File: src/rtl/nibble_serial_adder.sv
// Wide adder that reuses one 4-bit carry-lookahead slice, one nibble per clock, LSB nibble first.
// Optional signed-overflow output is enabled by defining SERIAL_ADD_OVF_EN.
//
// state | meaning
// IDLE  | waiting for operands, in_ready high
// RUN   | adding one nibble per cycle through the lookahead slice
// DONE  | result held on sum/cout(/ovf) until out_ready

module nibble_serial_adder #(
  parameter int NIBBLES = 4
) (
  input  logic                   clk,
  input  logic                   rst_n,
  input  logic                   in_valid,
  output logic                   in_ready,
  input  logic [4*NIBBLES-1:0]   a,
  input  logic [4*NIBBLES-1:0]   b,
  input  logic                   cin,
  output logic                   out_valid,
  input  logic                   out_ready,
  output logic [4*NIBBLES-1:0]   sum,
  output logic                   cout
`ifdef SERIAL_ADD_OVF_EN
  ,
  output logic                   ovf
`endif
);

  localparam int W = 4 * NIBBLES;
  localparam logic [3:0] LAST_NIB = 4'(NIBBLES - 1);

  typedef enum logic [1:0] {IDLE, RUN, DONE} state_t;

  state_t        state_q;
  logic [W-1:0]  a_q;
  logic [W-1:0]  b_q;
  logic [W-1:0]  sum_q;
  logic          carry_q;
  logic [3:0]    cnt_q;
`ifdef SERIAL_ADD_OVF_EN
  logic          ovf_q;
`endif

  logic [3:0] g;
  logic [3:0] p;
  logic [3:0] c;
  logic [3:0] nib_sum;

  // Single lookahead slice: carry path is four bits deep regardless of NIBBLES.
  always_comb begin
    g    = a_q[3:0] & b_q[3:0];
    p    = a_q[3:0] ^ b_q[3:0];
    c[0] = g[0] | (p[0] & carry_q);
    c[1] = g[1] | (p[1] & g[0]) | (p[1] & p[0] & carry_q);
    c[2] = g[2] | (p[2] & g[1]) | (p[2] & p[1] & g[0]) | (p[2] & p[1] & p[0] & carry_q);
    c[3] = g[3] | (p[3] & g[2]) | (p[3] & p[2] & g[1]) | (p[3] & p[2] & p[1] & g[0])
         | ((&p) & carry_q);
    nib_sum = p ^ {c[2:0], carry_q};
  end

  always_ff @(posedge clk or negedge rst_n) begin
    if (!rst_n) begin
      state_q <= IDLE;
      a_q     <= '0;
      b_q     <= '0;
      sum_q   <= '0;
      carry_q <= 1'b0;
      cnt_q   <= '0;
`ifdef SERIAL_ADD_OVF_EN
      ovf_q   <= 1'b0;
`endif
    end else begin
      unique case (state_q)
        IDLE: begin
          if (in_valid) begin
            a_q     <= a;
            b_q     <= b;
            carry_q <= cin;
            cnt_q   <= '0;
`ifdef SERIAL_ADD_OVF_EN
            ovf_q   <= 1'b0;
`endif
            state_q <= RUN;
          end
        end
        RUN: begin
          sum_q   <= {nib_sum, sum_q[W-1:4]};
          a_q     <= {4'b0000, a_q[W-1:4]};
          b_q     <= {4'b0000, b_q[W-1:4]};
          carry_q <= c[3];
          cnt_q   <= cnt_q + 4'd1;
          if (cnt_q == LAST_NIB) begin
`ifdef SERIAL_ADD_OVF_EN
            ovf_q   <= c[2] ^ c[3];
`endif
            state_q <= DONE;
          end
        end
        DONE: begin
          if (out_ready) state_q <= IDLE;
        end
        default: state_q <= IDLE;
      endcase
    end
  end

  assign in_ready  = (state_q == IDLE);
  assign out_valid = (state_q == DONE);
  assign sum       = sum_q;
  assign cout      = carry_q;
`ifdef SERIAL_ADD_OVF_EN
  assign ovf       = ovf_q;
`endif

endmodule

File: config.mk
export PLATFORM = sky130hd
export DESIGN_NAME = nibble_serial_adder
export DESIGN_NICKNAME = d
export VERILOG_FILES = /design/src/rtl/nibble_serial_adder.sv
export SDC_FILE = /design/constraint.sdc
export NUM_CORES = 1
export LEC_CHECK = 0
export ABC_CLOCK_PERIOD_IN_PS = 1600
export CAP_MARGIN = 20
export CORE_MARGIN = 3
export CORE_UTILIZATION = 51
export DETAILED_ROUTE_END_ITERATION = 10
export PLACE_DENSITY = 0.8
export SETUP_SLACK_MARGIN = 0.05
export SLEW_MARGIN = 10
export SYNTH_ARGS = -nofsm -noshare
export SYNTH_HDL_FRONTEND = slang
export SYNTH_SLANG_ARGS = --single-unit
File: constraint.sdc
create_clock -name clk -period 1.6 [get_ports clk]
set_input_delay 0.16 -clock clk [delete_from_list [all_inputs] [get_ports clk]]
set_output_delay 0.16 -clock clk [all_outputs]
set_load 0.02 [all_outputs]
# ---- Word-level counts from Yosys, hierarchy flattened
# Cells that the tools add are included.
dict set report word_totals {
  elab_cells 58
  output_inout_bits 19
  input_bits 37
  reg_bits 55
}
dict set report op_classes {
  eq_ne 6
  n_bitwise 28
  n_reduce_logical 5
  n_mux 12
  n_addsub 1
}
# cell count
set op_table {}
lappend op_table {{16-bit one-hot mux with 2 select lines} 2}
lappend op_table {{16-bit 2-to-1 mux} 2}
lappend op_table {{1-bit AND} 15}
lappend op_table {{1-bit OR} 10}
lappend op_table {{4-bit one-hot mux with 2 select lines} 1}
lappend op_table {{4-bit bitwise XOR} 2}
lappend op_table {{2-bit 2-to-1 mux} 3}
lappend op_table {{2-bit one-hot mux with 3 select lines} 1}
lappend op_table {{4-bit by 1-bit adder with 4-bit output (second input constant)} 1}
lappend op_table {{4-bit AND} 1}
lappend op_table {{4-bit by 2-bit == test with 1-bit output (second input constant)} 1}
lappend op_table {{4-bit 2-to-1 mux} 1}
lappend op_table {{2-bit != test (second input constant)} 2}
lappend op_table {{4-bit AND reduction} 1}
lappend op_table {{3-bit AND reduction} 1}
lappend op_table {{2-bit by 1-bit == test with 1-bit output (second input constant)} 1}
lappend op_table {{2-bit == test (second input constant)} 1}
lappend op_table {{2-bit zero test} 1}
lappend op_table {{2-bit by 1-bit != test with 1-bit output (second input constant)} 1}
lappend op_table {{1-bit one-hot mux with 2 select lines} 1}
lappend op_table {{2-bit AND reduction} 1}
lappend op_table {{2-bit nonzero test} 1}
lappend op_table {{1-bit 2-to-1 mux} 1}

# ---- Logic depth before layout (Yosys ltp)
# Gate-level depths: netlist of the first run.
dict set report depth {
  depth_word 7
  depth_mapped 6
  ltp_nobuf 4
}

# ---- Worst setup path after synthesis of the first run
# Ideal clock, no wire load.
dict set report synth_timing {
  kind {reg2reg}
  from {reg a_q[0]}
  to {reg sum_q[15] (netlist: sum[15])}
  period_less_slack_ns 1.361
  t_arrival_ns 1.241
  n_path_buf 0
  required_time_ns 1.480
  setup_ns 0.120
  stages_incl_launch_ff 5
  setup_slack_ns 0.239
  path_cell_list {dfrtp_1 ha_1 a211oi_1 o21ai_0 a41o_1}
}
dict set report synth_between {
  elab_chain_len 5
  word_cells_on_any_way 8
  classes_between {bitwise: 8}
}
# item line_no
set synth_rtl {}
lappend synth_rtl {{from (decl)} 35} ;# logic [W-1:0] a_q;
lappend synth_rtl {{from (signal assigned)} 88} ;# a_q <= {4'b0000, a_q[W-1:4]};
lappend synth_rtl {{4-bit AND / 4-bit bitwise XOR (equally long branches)} {51, 52}}
lappend synth_rtl {{1-bit AND} 55} ;# c[2] = g[2] | (p[2] & g[1]) | (p[2] & p[1] & g[0]) | (p[2] & p[1] & p[0] & carry_q);
lappend synth_rtl {{1-bit OR / 1-bit AND (equally long branches)} 55}
lappend synth_rtl {{1-bit OR (*)} 55}
lappend synth_rtl {{4-bit bitwise XOR (*)} 58} ;# nib_sum = p ^ {c[2:0], carry_q};
lappend synth_rtl {{to (signal assigned)} 87} ;# sum_q <= {nib_sum, sum_q[W-1:4]};
lappend synth_rtl {{to (decl)} 37} ;# logic [W-1:0] sum_q;
# Every way passes the cells marked *; elsewhere a longest branch is shown, timed or not.
# A chain may end at the register's enable or synchronous reset.

# ---- Final worst setup path of the first run
dict set report layout_timing {
  from {reg state_q[1]}
  to {out out_valid}
}
dict set report layout_between {
  elab_chain_len 1
}
# item line_no
set layout_rtl {}
lappend layout_rtl {{from (decl)} 34} ;# state_t state_q;
lappend layout_rtl {{from (signal assigned)} 63} ;# state_q <= IDLE;
lappend layout_rtl {{from (signal assigned)} 83} ;# state_q <= RUN;
lappend layout_rtl {{from (signal assigned)} 96} ;# state_q <= DONE;
lappend layout_rtl {{2-bit == test} 108} ;# assign out_valid = (state_q == DONE);
lappend layout_rtl {{to (decl)} 19} ;# output logic out_valid,
# No other way between the ends.

==> summary.md, run 1 <==
| Metric | Value |
|---|---|
| Status | complete, no violations |
| Fin worst setup slack | 0.1426 ns |
| Net Sw Frac | 37.33% |
| Fmax | ~690 MHz |
| Largest net degree at the start of global routing | between 50 and 60 |
| RSZ-0062 raised after global routing | no |
| Reg2Reg Setup Slack | 0.14 ns |
| Library cells used by synthesis | 35 |
| CP endpoint kind | output port |
| Comb pwr share | a little under half |
| Crit Path Class | reg -> out |
| Yosys top cell area share | 52.23% |
| Main synth FF type | dfrtp_1 |
| Pre-Repair DR Iteration Count | 4 |
| GPL Wtd Cong | approximately 0.85 |
| Root Driver | clkbuf_8 |
| Internal | approximately 3.6 mW |
| Initial DRC count | approximately 140 |
| Core Box Area | ~4800 µm² |
| Slew @ Worst Pin | 0.2942 ns |
| Dpl ws | roughly 0.12 ns |
| Layout cells sized above 1 | 12.73% |
| Max-slew violation count | 0 |
| Ys async rst share | 100.0% |
| Mean Syn Cell Area | roughly 10 µm² |
| Post-route setup TNS | 0 ns |
| Skew final | approximately 0.014 ns |
| Synth Net Count | around 310 |
| Global-route wire length before repair | around 10000 µm |
| Routed vias | between 2000 and 2500 |
| Antenna-violating nets left | 0 |
| Global-route usage over all layers | 21.13% |
| VDD IR max | around 0.66 mV |
| Reg2reg end | sum[15] |
| Max Root-Sink Buffers | 2 |
| Die width | ~78 µm |
| Post-CTS Setup Bufs | 0 |
| Initial Util | a little over half |
| H-tree depth | 2 |
| Synthesized cell area | about 2600 µm² |
| Num Clock Sinks | 55 |
| TritonCTS buffer count | 5 |
| Row Count | 25 |
| Clock Power Share | about 14% |
| Post-Route WL | 5887 µm |
| DRC viols | 0 |
| Critical-path maximum fanout | 4 |
| Crit path time final | ~1.5 ns |
| Commonest cells post-synth | dfrtp_1 (55), nand2_1 (38), o21ai_0 (35), and2_1 (23), a31oi_1 (22) |
| Initial antenna violation count | 0 |
| DR vias/cell | roughly 5.5 |
| Ranking of synthesized cells by area | dfrtp_1 (52%), o21ai_0 (6.6%), and2_1 (5.5%) |
| Post-synth EDFFs | 0 |
| Hold Path Class | in -> async |
| Die boundary height | approximately 78 µm |
| Worst slew margin | between 80% and 90% |
| I/O pins | 56 |
| Pwr Total | slightly below 6 mW |
| Routed wire per std cell | about 15 µm |
| CTS tree | built |
| Worst-skew pair later-pin latency | a little over 0.3 ns |
| Ant. Diodes | 0 |
| Grt total ovfl | 0 |
| Reg2reg start | a_q[0] |
| Area grow syn2layout | 30.29% |
| Post-synthesis instance total | around 270 |
| Switching power | 2.163 mW |
| Total Nets Final | between 300 and 400 |
| Max_cap viols | 0 |
| Worst-path clk slew | 0.10 ns |
| Vias in the first global route | ~2200 |
| Sequential Power Share | roughly two fifths |
| Yosys reg bits | 55 |
| DIE AREA | between 6000 and 7000 µm² |
| Critical Path RT | 1.44 ns |
| Yosys warns | 0 |
| Hold violation count in the final report | 0 |
| Arrival time at the worst endpoint | approximately 1.3 ns |
| Top-count cell post-synth | dfrtp_1 |
| Pwr per Cell Area | roughly 1700 nW/µm² |
| Final Core Density | 70.81% |
| Leakage power | approximately 1.5 nW |
| FF-to-FF path depth | 4 |
| Dominant cell type by area after synthesis | dfrtp_1 |
| DP HPWL | roughly 4200 µm |
| Seq/Total Area, Yosys | between 50 and 60% |
| Endpoints failing setup | 0 |
| Element type at the critical path start | flip-flop |
| Final period util | 91.09% |
| Number of port buffers | 55 |
-- worst max path at each step --
stage | slack, ns | cells after the start | startpoint | endpoint
after CTS | 0.07 | 3 | state_q[1] | in_ready
after global placement | 0.13 | 4 | state_q[0] | cnt_q[1]
after floorplan | 0.24 | 4 | a_q[0] | sum[15]
after detailed placement | 0.12 | 4 | state_q[1] | sum[5]
after global routing | 0.05 | 4 | b_q[2] | sum[15]
final | 0.14 | 3 | state_q[1] | out_valid
-- cells by family after synthesis --
logic type               count (synthesis)  share of synthesized area [%]
AND/OR/NAND/NOR                         84                          15.81
flip-flops                              55                          52.23
adder cells (fa/ha/maj)                  6                          3.134
XOR/XNOR                                 1                         0.3324
AO/OA/AOI/OAI                           84                          18.57
multiplexers                            13                          5.508
buffers and inverters                   26                          4.416
-- metrics by stage --
stage	instance area [µm²]	instances	hold WS, ns
after floorplan	2635	269	-0.1356
after global placement	3323	388	0.1802
after detailed placement	3323	388	0.1779
after CTS	3433	397	0.3844
after global routing	3433	397	0.4064
final	3433	397	0.3892
-- sequential cells by signal, summed over array words and instances, names as in the netlist --
| signal | flops |
|---|---|
| cout | 1 |
| b_q | 16 |
| sum | 16 |
| state_q | 2 |
| a_q | 16 |
| cnt_q | 4 |
-- what timing repair did --
item | 4_1_cts | 5_1_grt
resized for setup | 3 | 5
hold buffers | 1 | 0
gates cloned | 0 | 0
endpoints found under the setup margin | 3 | 23
pin swaps | 0 | 0
endpoints found under the hold margin | 55 | 0
-- power groups by stage --
stage          clock, mW  sequential, mW  combinational [mW]
2_1_floorplan          0            2.43                1.49
3_3_place_gp           0            2.26                2.64
3_5_place_dp           0            2.29                2.73
4_1_cts            0.868            2.26                2.71
5_1_grt            0.921            2.34                3.00
6_report           0.832            2.27                2.70
-- layer usage --
metal / up-vias / track usage [%] / share of wire [%]
met5: - / 0 / 0
met2: 64 / 35.02 / 49
met4: 0 / 5.694 / 1.1
met3: 4 / 4.176 / 4.7
met1: 1037 / 28.27 / 45
li1: 1059 / - / -
-- final cells by class --
type	count	area, µm²
fill	400	1415
sequential	55	1378
multi-input combinational	188	1149
timing repair buffer	72	693.2
clock buffer	7	96.34
tap	67	83.83
inverter	7	26.28
clock inverter	1	7.507
-- cell usage in the layout (no fill, tap or decap), drive strengths merged, types with 2 or more instances in the layout --
cell type and count:
buf 17, a21oi 9, clkdlybuf4s50 51, nand2 38
inv 7, nor2b 11, ha 5, a21o 2
dlygate4sd2 2, clkbuf 8, o21ai 40, a211oi 2
nor2 6, a31oi 22, a22oi 3, and2 23
mux2 12, dfrtp 55
-- worst max-delay path: stages (launching register included) --
cell and delay (ns):
dfrtp_1 0.42, inv_1 0.12, nor2_1 0.11, dlygate4sd2_1 0.34
Power figures use the tool's default switching activity.
==> run 2: changes to the inputs <==
--- a/config.mk
+++ b/config.mk
@@ -10,6 +10,7 @@
 export CORE_MARGIN = 3
 export CORE_UTILIZATION = 51
 export DETAILED_ROUTE_END_ITERATION = 10
+export GPL_TIMING_DRIVEN = 0
 export PLACE_DENSITY = 0.8
 export SETUP_SLACK_MARGIN = 0.05
 export SLEW_MARGIN = 10
==> run 2 against run 1 <==
  * Routed wire length grew 0.51%
  * Largest cell class unchanged
  * Combinational power increased by 2%
  * Sequential cell count stayed put
==> summary.md, run 2 (synthesis results as in run 1) <==
| Metric | Value |
|---|---|
| Status | complete, no violations (unchanged) |
| Area grow syn2layout | 31.53% (was 30.29%) |
| Fmax | 678.2 MHz (was 686.2 MHz) |
| Arrival time at the worst endpoint | 1.31 ns (was 1.30 ns) |
| Routed vias | 2174 (was 2164) |
| Max Root-Sink Buffers | 2 (unchanged) |
| Final period util | 92.16% (was 91.09%) |
| Leakage power | 1.528 nW (was 1.500 nW) |
| Worst-skew pair later-pin latency | 0.31 ns (about the same) |
| I/O pins | 56 (unchanged) |
| Most frequent cells in the layout | dfrtp_1 (55), clkdlybuf4s50_1 (51), nand2_1 (38) (was dfrtp_1 (54), clkdlybuf4s50_1 (51), nand2_1 (38)) |
| Worst slew margin | 69.63% (was 80.39%) |
| Max_cap viols | 0 (unchanged) |
| Max-slew violation count | 0 (unchanged) |
| Num Clock Sinks | 55 (unchanged) |
| DR vias/cell | 5.395 (was 5.451) |
| Worst-path clk slew | 0.10 ns (about the same) |
| Multi-input logic area | 1155 µm² (was 1149 µm²) |
| Largest net degree at the start of global routing | 37 (was 56) |
| Placed insts | 392 (was 388) |
| DP HPWL | 4359 µm (was 4155 µm) |
| DRC viols | 0 (unchanged) |
| Commonest non-fill, non-tap cell in the layout | dfrtp_1 (unchanged) |
| RSZ-0062 raised after global routing | yes (was no) |
| Global-route wire length before repair | 10310 µm (was 10230 µm) |
| Vias in the first global route | 2200 (was 2152) |
| GPL Wtd Cong | 0.8247 (was 0.8471) |
| CTS tree | built (unchanged) |
| Crit path time final | 1.475 ns (was 1.457 ns) |
| Grt total ovfl | 0 (unchanged) |
| Dpl ws | -0.2006 ns (was 0.1220 ns) |
| Global-route usage over all layers | 21.33% (was 21.13%) |
| Initial antenna violation count | 0 (unchanged) |
| Total Nets Final | 378 (was 372) |
| Post-Layout Inst Area | 3466 µm² (was 3433 µm²) |
| Final cell count without fillers | 403 (was 397) |
| TritonCTS buffer count | 5 (unchanged) |
| Die width | 77.88 µm (unchanged) |
| Element type at the critical path start | flip-flop (unchanged) |
| Crit Path Class | reg -> out (unchanged) |
| Core Box Area | 4848 µm² (unchanged) |
| Root Driver | clkbuf_8 (unchanged) |
| Hold Path Class | in -> async (unchanged) |
| Number of port buffers | 55 (unchanged) |
| Pwr per Cell Area | 1744 nW/µm² (was 1687 nW/µm²) |
| Endpoints failing setup | 0 (unchanged) |
| Skew final | 0.01331 ns (was 0.01438 ns) |
| Fin worst setup slack | 0.1254 ns (was 0.1426 ns) |
| Fill cells | 380 (was 400) |
| Slew @ Worst Pin | 0.4556 ns (was 0.2942 ns) |
| Routed wire per std cell | 14.68 µm (was 14.83 µm) |
| Placed Area | 3284 µm² (was 3323 µm²) |
| Layout cells sized above 1 | 13.39% (was 12.73%) |
| VDD IR max | 0.8222 mV (was 0.6606 mV) |
| Critical Path RT | 1.44 ns (about the same) |
| Critical-path maximum fanout | 10 (was 4) |
| DIE AREA | 6065 µm² (unchanged) |
| Initial DRC count | 91 (was 135) |
| Die boundary height | 77.88 µm (unchanged) |
| Hold violation count in the final report | 0 (unchanged) |
| Post-Route WL | 5917 µm (was 5887 µm) |
| Row Count | 25 (unchanged) |
| Sequential cell area | 1376 µm² (was 1378 µm²) |
| Initial Util | 54.35% (unchanged) |
| H-tree depth | 2 (unchanged) |
| Pre-Repair DR Iteration Count | 4 (unchanged) |
| Antenna-violating nets left | 0 (unchanged) |
| CP endpoint kind | output port (unchanged) |
| Ant. Diodes | 0 (unchanged) |
-- run 2: stage by stage --
| stage | total power, mW | hold WS, ns | utilization, % | setup TNS, ns |
|---|---|---|---|---|
| floorplan | 3.926 | -0.1356 | - | 0 |
| global placement | 4.824 | 0.4538 | 67.43 | -72.99 |
| detailed placement | 4.938 | 0.1347 | 67.74 | -3.482 |
| CTS | 6.030 | 0.3350 | 70.99 | 0 |
| global route | 6.495 | 0.3660 | 71.48 | 0 |
| finish | 6.043 | 0.3232 | 71.48 | 0 |
-- run 2: worst paths after layout --
path	startpoint	end	slack, ns	depth (start not counted)
max in group asynchronous	rst_n	cnt_q[1]	0.74	3
min reg2reg	b_q[6]	b_q[6]	0.49	2
min	rst_n	sum[2]	0.32	2
max	state_q[1]	in_ready	0.13	4
max reg2reg	a_q[0]	sum[15]	0.13	4
min in group clk	a[15]	a_q[15]	0.45	3
-- run 2: cell type report --
class                      count  share of cell area (%)
clock inverter                 2                   1.733
inverter                       7                  0.7581
timing repair buffer          59                   16.97
multi-input combinational    188                   33.32
buffer                        19                   2.996
tap                           67                   2.419
clock buffer                   6                   2.094
sequential                    55                   39.71
-- run 2: per-layer routing --
metal	up-vias	global-route usage (%)	wire length, µm
li1	1063	-	-
met1	1043	27.61	2606
met2	58	35.70	2920
met3	10	5.220	308
met4	0	5.694	82
met5	-	0	0
-- run 2: critical path: stages, from the launching register on --
cell and delay (ns):
dfrtp_1 0.40, buf_4 0.17, buf_4 0.18, nor2_2 0.11, buf_4 0.14
-- run 2: report_power, final --
group	internal [mW]	switching (mW)	total, mW	leakage, nW
clock network	0.626	0.447	1.07	0.0654
logic	1.31	1.44	2.75	0.747
registers	1.91	0.317	2.23	0.715
-- run 2: timing repair --
action,4_1_cts,5_1_grt
hold endpoints to repair,19,0
resized for setup,13,16
endpoints found under the setup margin,2,20
hold buffers,1,0
cloned,0,0
buffers inserted,2,0
==> run 3: changes to the inputs <==
--- a/config.mk
+++ b/config.mk
@@ -5,12 +5,14 @@
 export SDC_FILE = /design/constraint.sdc
 export NUM_CORES = 1
 export LEC_CHECK = 0
-export ABC_CLOCK_PERIOD_IN_PS = 1600
+export ABC_CLOCK_PERIOD_IN_PS = 1500
 export CAP_MARGIN = 20
 export CORE_MARGIN = 3
 export CORE_UTILIZATION = 51
 export DETAILED_ROUTE_END_ITERATION = 10
+export GPL_ROUTABILITY_DRIVEN = 0
 export GPL_TIMING_DRIVEN = 0
+export MAX_ROUTING_LAYER = met4
 export PLACE_DENSITY = 0.8
 export SETUP_SLACK_MARGIN = 0.05
 export SLEW_MARGIN = 10
==> constraint.sdc (replaced) <==
create_clock -name clk -period 1.5 [get_ports clk]
set_input_delay 0.15 -clock clk [delete_from_list [all_inputs] [get_ports clk]]
set_output_delay 0.15 -clock clk [all_outputs]
set_load 0.02 [all_outputs]
==> run 3 against run 2 <==
  * Clock power grew 7%
  * Critical path depth is the same
  * Die area is the same
  * Sequential power grew 9%
  * Power grew 12%
  * Cell count grew 0.99%
  * Register-to-register slack lost 0.08 ns
  * Final area grew 5.0%
  * Count of clock-buffer cells in the layout is the same
==> summary.md, run 3 (synthesis results as in run 1) <==
| Metric | Value |
|---|---|
| Status | complete, no violations (unchanged) |
| Sequential Power Share | 35.6% (was 36.8%) |
| Final period util | between 90 and 100% |
| Row Count | 25 (unchanged) |
| Post-Route WL | 6455 µm (was 5917 µm) |
| Crit path time final | 1.458 ns |
| Element type at the critical path start | flip-flop (unchanged) |
| Slew @ Worst Pin | 0.4501 ns (was 0.4556 ns) |
| CP endpoint kind | flip-flop (was output port) |
| Commonest non-fill, non-tap cell in the layout | dfrtp_1 (unchanged) |
| Hold violation count in the final report | 0 (unchanged) |
| I/O pins | 56 (unchanged) |
| Worst slew margin | 70.00% (was 69.63%) |
| Fmax | approximately 690 MHz |
| DP HPWL | 4359 µm (unchanged) |
| Clock Power Share | 16.9% (was 17.7%) |
| DRC viols | 0 (unchanged) |
| Initial Util | 54.35% (unchanged) |
| Arrival time at the worst endpoint | 1.67 ns (was 1.31 ns) |
| Pre-Repair DR Iteration Count | 4 (unchanged) |
| Pwr per Cell Area | 1864 nW/µm² (was 1744 nW/µm²) |
| Ant. Diodes | 0 (unchanged) |
| Reg2Reg Setup Slack | 0.04 ns (was 0.13 ns) |
| Total Nets Final | 382 (was 378) |
| Worst-skew pair later-pin latency | 0.31 ns (about the same) |
| Comb pwr share | 47.5% (was 45.4%) |
| H-tree depth | 2 (unchanged) |
| Net Sw Frac | 36.73% (was 36.40%) |
| Most frequent cells in the layout | dfrtp_1 (55), nand2_1 (38), clkdlybuf4s50_1 (34) (was dfrtp_1 (55), clkdlybuf4s50_1 (51), nand2_1 (38)) |
| Antenna-violating nets left | 0 (unchanged) |
| VDD IR max | 0.9101 mV (was 0.8222 mV) |
| Routed wire per std cell | 15.86 µm (was 14.68 µm) |
| Endpoints failing setup | 0 (unchanged) |
| Global-route usage over all layers | 22.32% (was 21.33%) |
| Initial antenna violation count | 0 (unchanged) |
| Routed vias | 2263 (was 2174) |
| CTS tree | built (unchanged) |
| Largest net degree at the start of global routing | 37 (unchanged) |
| Critical-path maximum fanout | 8 (was 10) |
| Internal | 4.292 mW (was 3.843 mW) |
| Leakage power | 1.735 nW (was 1.528 nW) |
| Crit Path Class | reg -> reg (was reg -> out) |
| Die boundary height | 77.88 µm (unchanged) |
| Core Box Area | 4848 µm² (unchanged) |
| Switching power | 2.491 mW (was 2.200 mW) |
| TritonCTS buffer count | 5 (unchanged) |
| Max_cap viols | 0 (unchanged) |
| Layout cells sized above 1 | 17.06% (was 13.39%) |
| Initial DRC count | 162 (was 91) |
| RSZ-0062 raised after global routing | yes (unchanged) |
| Number of port buffers | 55 (unchanged) |
| DIE AREA | 6065 µm² (unchanged) |
| Global-route wire length before repair | 10490 µm (was 10310 µm) |
| Root Driver | clkbuf_8 (unchanged) |
| Grt total ovfl | 0 (unchanged) |
| Worst-path clk slew | 0.10 ns (about the same) |
| Post-route setup TNS | 0 ns (unchanged) |
| Area grow syn2layout | 38.13% (was 31.53%) |
| Skew final | 0.01476 ns (was 0.01331 ns) |
| Final hold slack | 0.3122 ns (was 0.3232 ns) |
| Vias in the first global route | 2217 (was 2200) |
| Hold Path Class | in -> async (unchanged) |
| Max-slew violation count | 0 (unchanged) |
| Num Clock Sinks | 55 (unchanged) |
| Die width | 77.88 µm (unchanged) |
| Max Root-Sink Buffers | 2 (unchanged) |
| Critical Path RT | 1.71 ns (was 1.44 ns) |
| DR vias/cell | 5.560 (was 5.395) |
| Pwr Total | 6.783 mW (was 6.043 mW) |
==> run 3: final timing paths <==
path,from,to,depth (start not counted)
worst min register to register,b_q[4],b_q[4],2
worst max-delay path,state_q[0],state_q[0],4
max in group asynchronous,rst_n,cnt_q[1],3
min in group clk,in_valid,a_q[13],4
worst max register to register,state_q[0],state_q[0],4
worst min-delay path,rst_n,sum[2],2
==> run 3: area by class of cell <==
cell class | count | area (µm²)
Sequential cell | 55 | 1376
Multi-Input combinational cell | 188 | 1226
Fill cell | 330 | 1209
Timing Repair Buffer | 63 | 649.4
Buffer | 19 | 145.1
Tap cell | 67 | 83.83
Clock buffer | 6 | 72.57
Clock inverter | 2 | 60.06
Inverter | 7 | 26.28
==> run 3: repair_timing <==
action | 4_1_cts | 5_1_grt
setup buffers | 2 | 4
endpoints found under the setup margin | 10 | 54
pin swaps | 0 | 3
gates resized for setup | 27 | 39
hold buffers | 1 | 0
hold endpoints to repair | 19 | 0
==> run 3: power by group through the flow <==
stage | logic, mW | registers [mW] | clock network (mW)
final | 3.22 | 2.42 | 1.15
after global routing | 3.50 | 2.49 | 1.23
after CTS | 2.96 | 2.38 | 1.15
after detailed placement | 2.85 | 2.42 | 0
after global placement | 2.76 | 2.39 | 0
after floorplan | 1.59 | 2.59 | 0
==> run 3: critical path, cell delays in order (launching register included) <==
cell and delay (ns):
dfrtp_1 0.41, buf_4 0.16, inv_2 0.09, or4_4 0.55, nor2b_1 0.15
==> run 3: stage by stage <==
step / setup slack (ns) / instances / util [%] / instance area (µm²)
2_1_floorplan: 0.1386 / 269 / - / 2635
5_1_grt: -0.02254 / 407 / 75.07 / 3640
3_3_place_gp: -1.361 / 391 / 67.43 / 3269
4_1_cts: 0.04760 / 403 / 71.69 / 3476
3_5_place_dp: -0.2906 / 392 / 67.74 / 3284
6_report: 0.04161 / 407 / 75.07 / 3640
==> run 3: per-layer routing <==
| layer | GRT usage [%] | wire length (µm) | vias up |
|---|---|---|---|
| li1 | - | - | 1077 |
| met1 | 28.45 | 2817 | 1089 |
| met2 | 36.47 | 3209 | 89 |
| met3 | 4.408 | 329 | 8 |
| met4 | 6.050 | 98 | 0 |
| met5 | - | 0 | - |
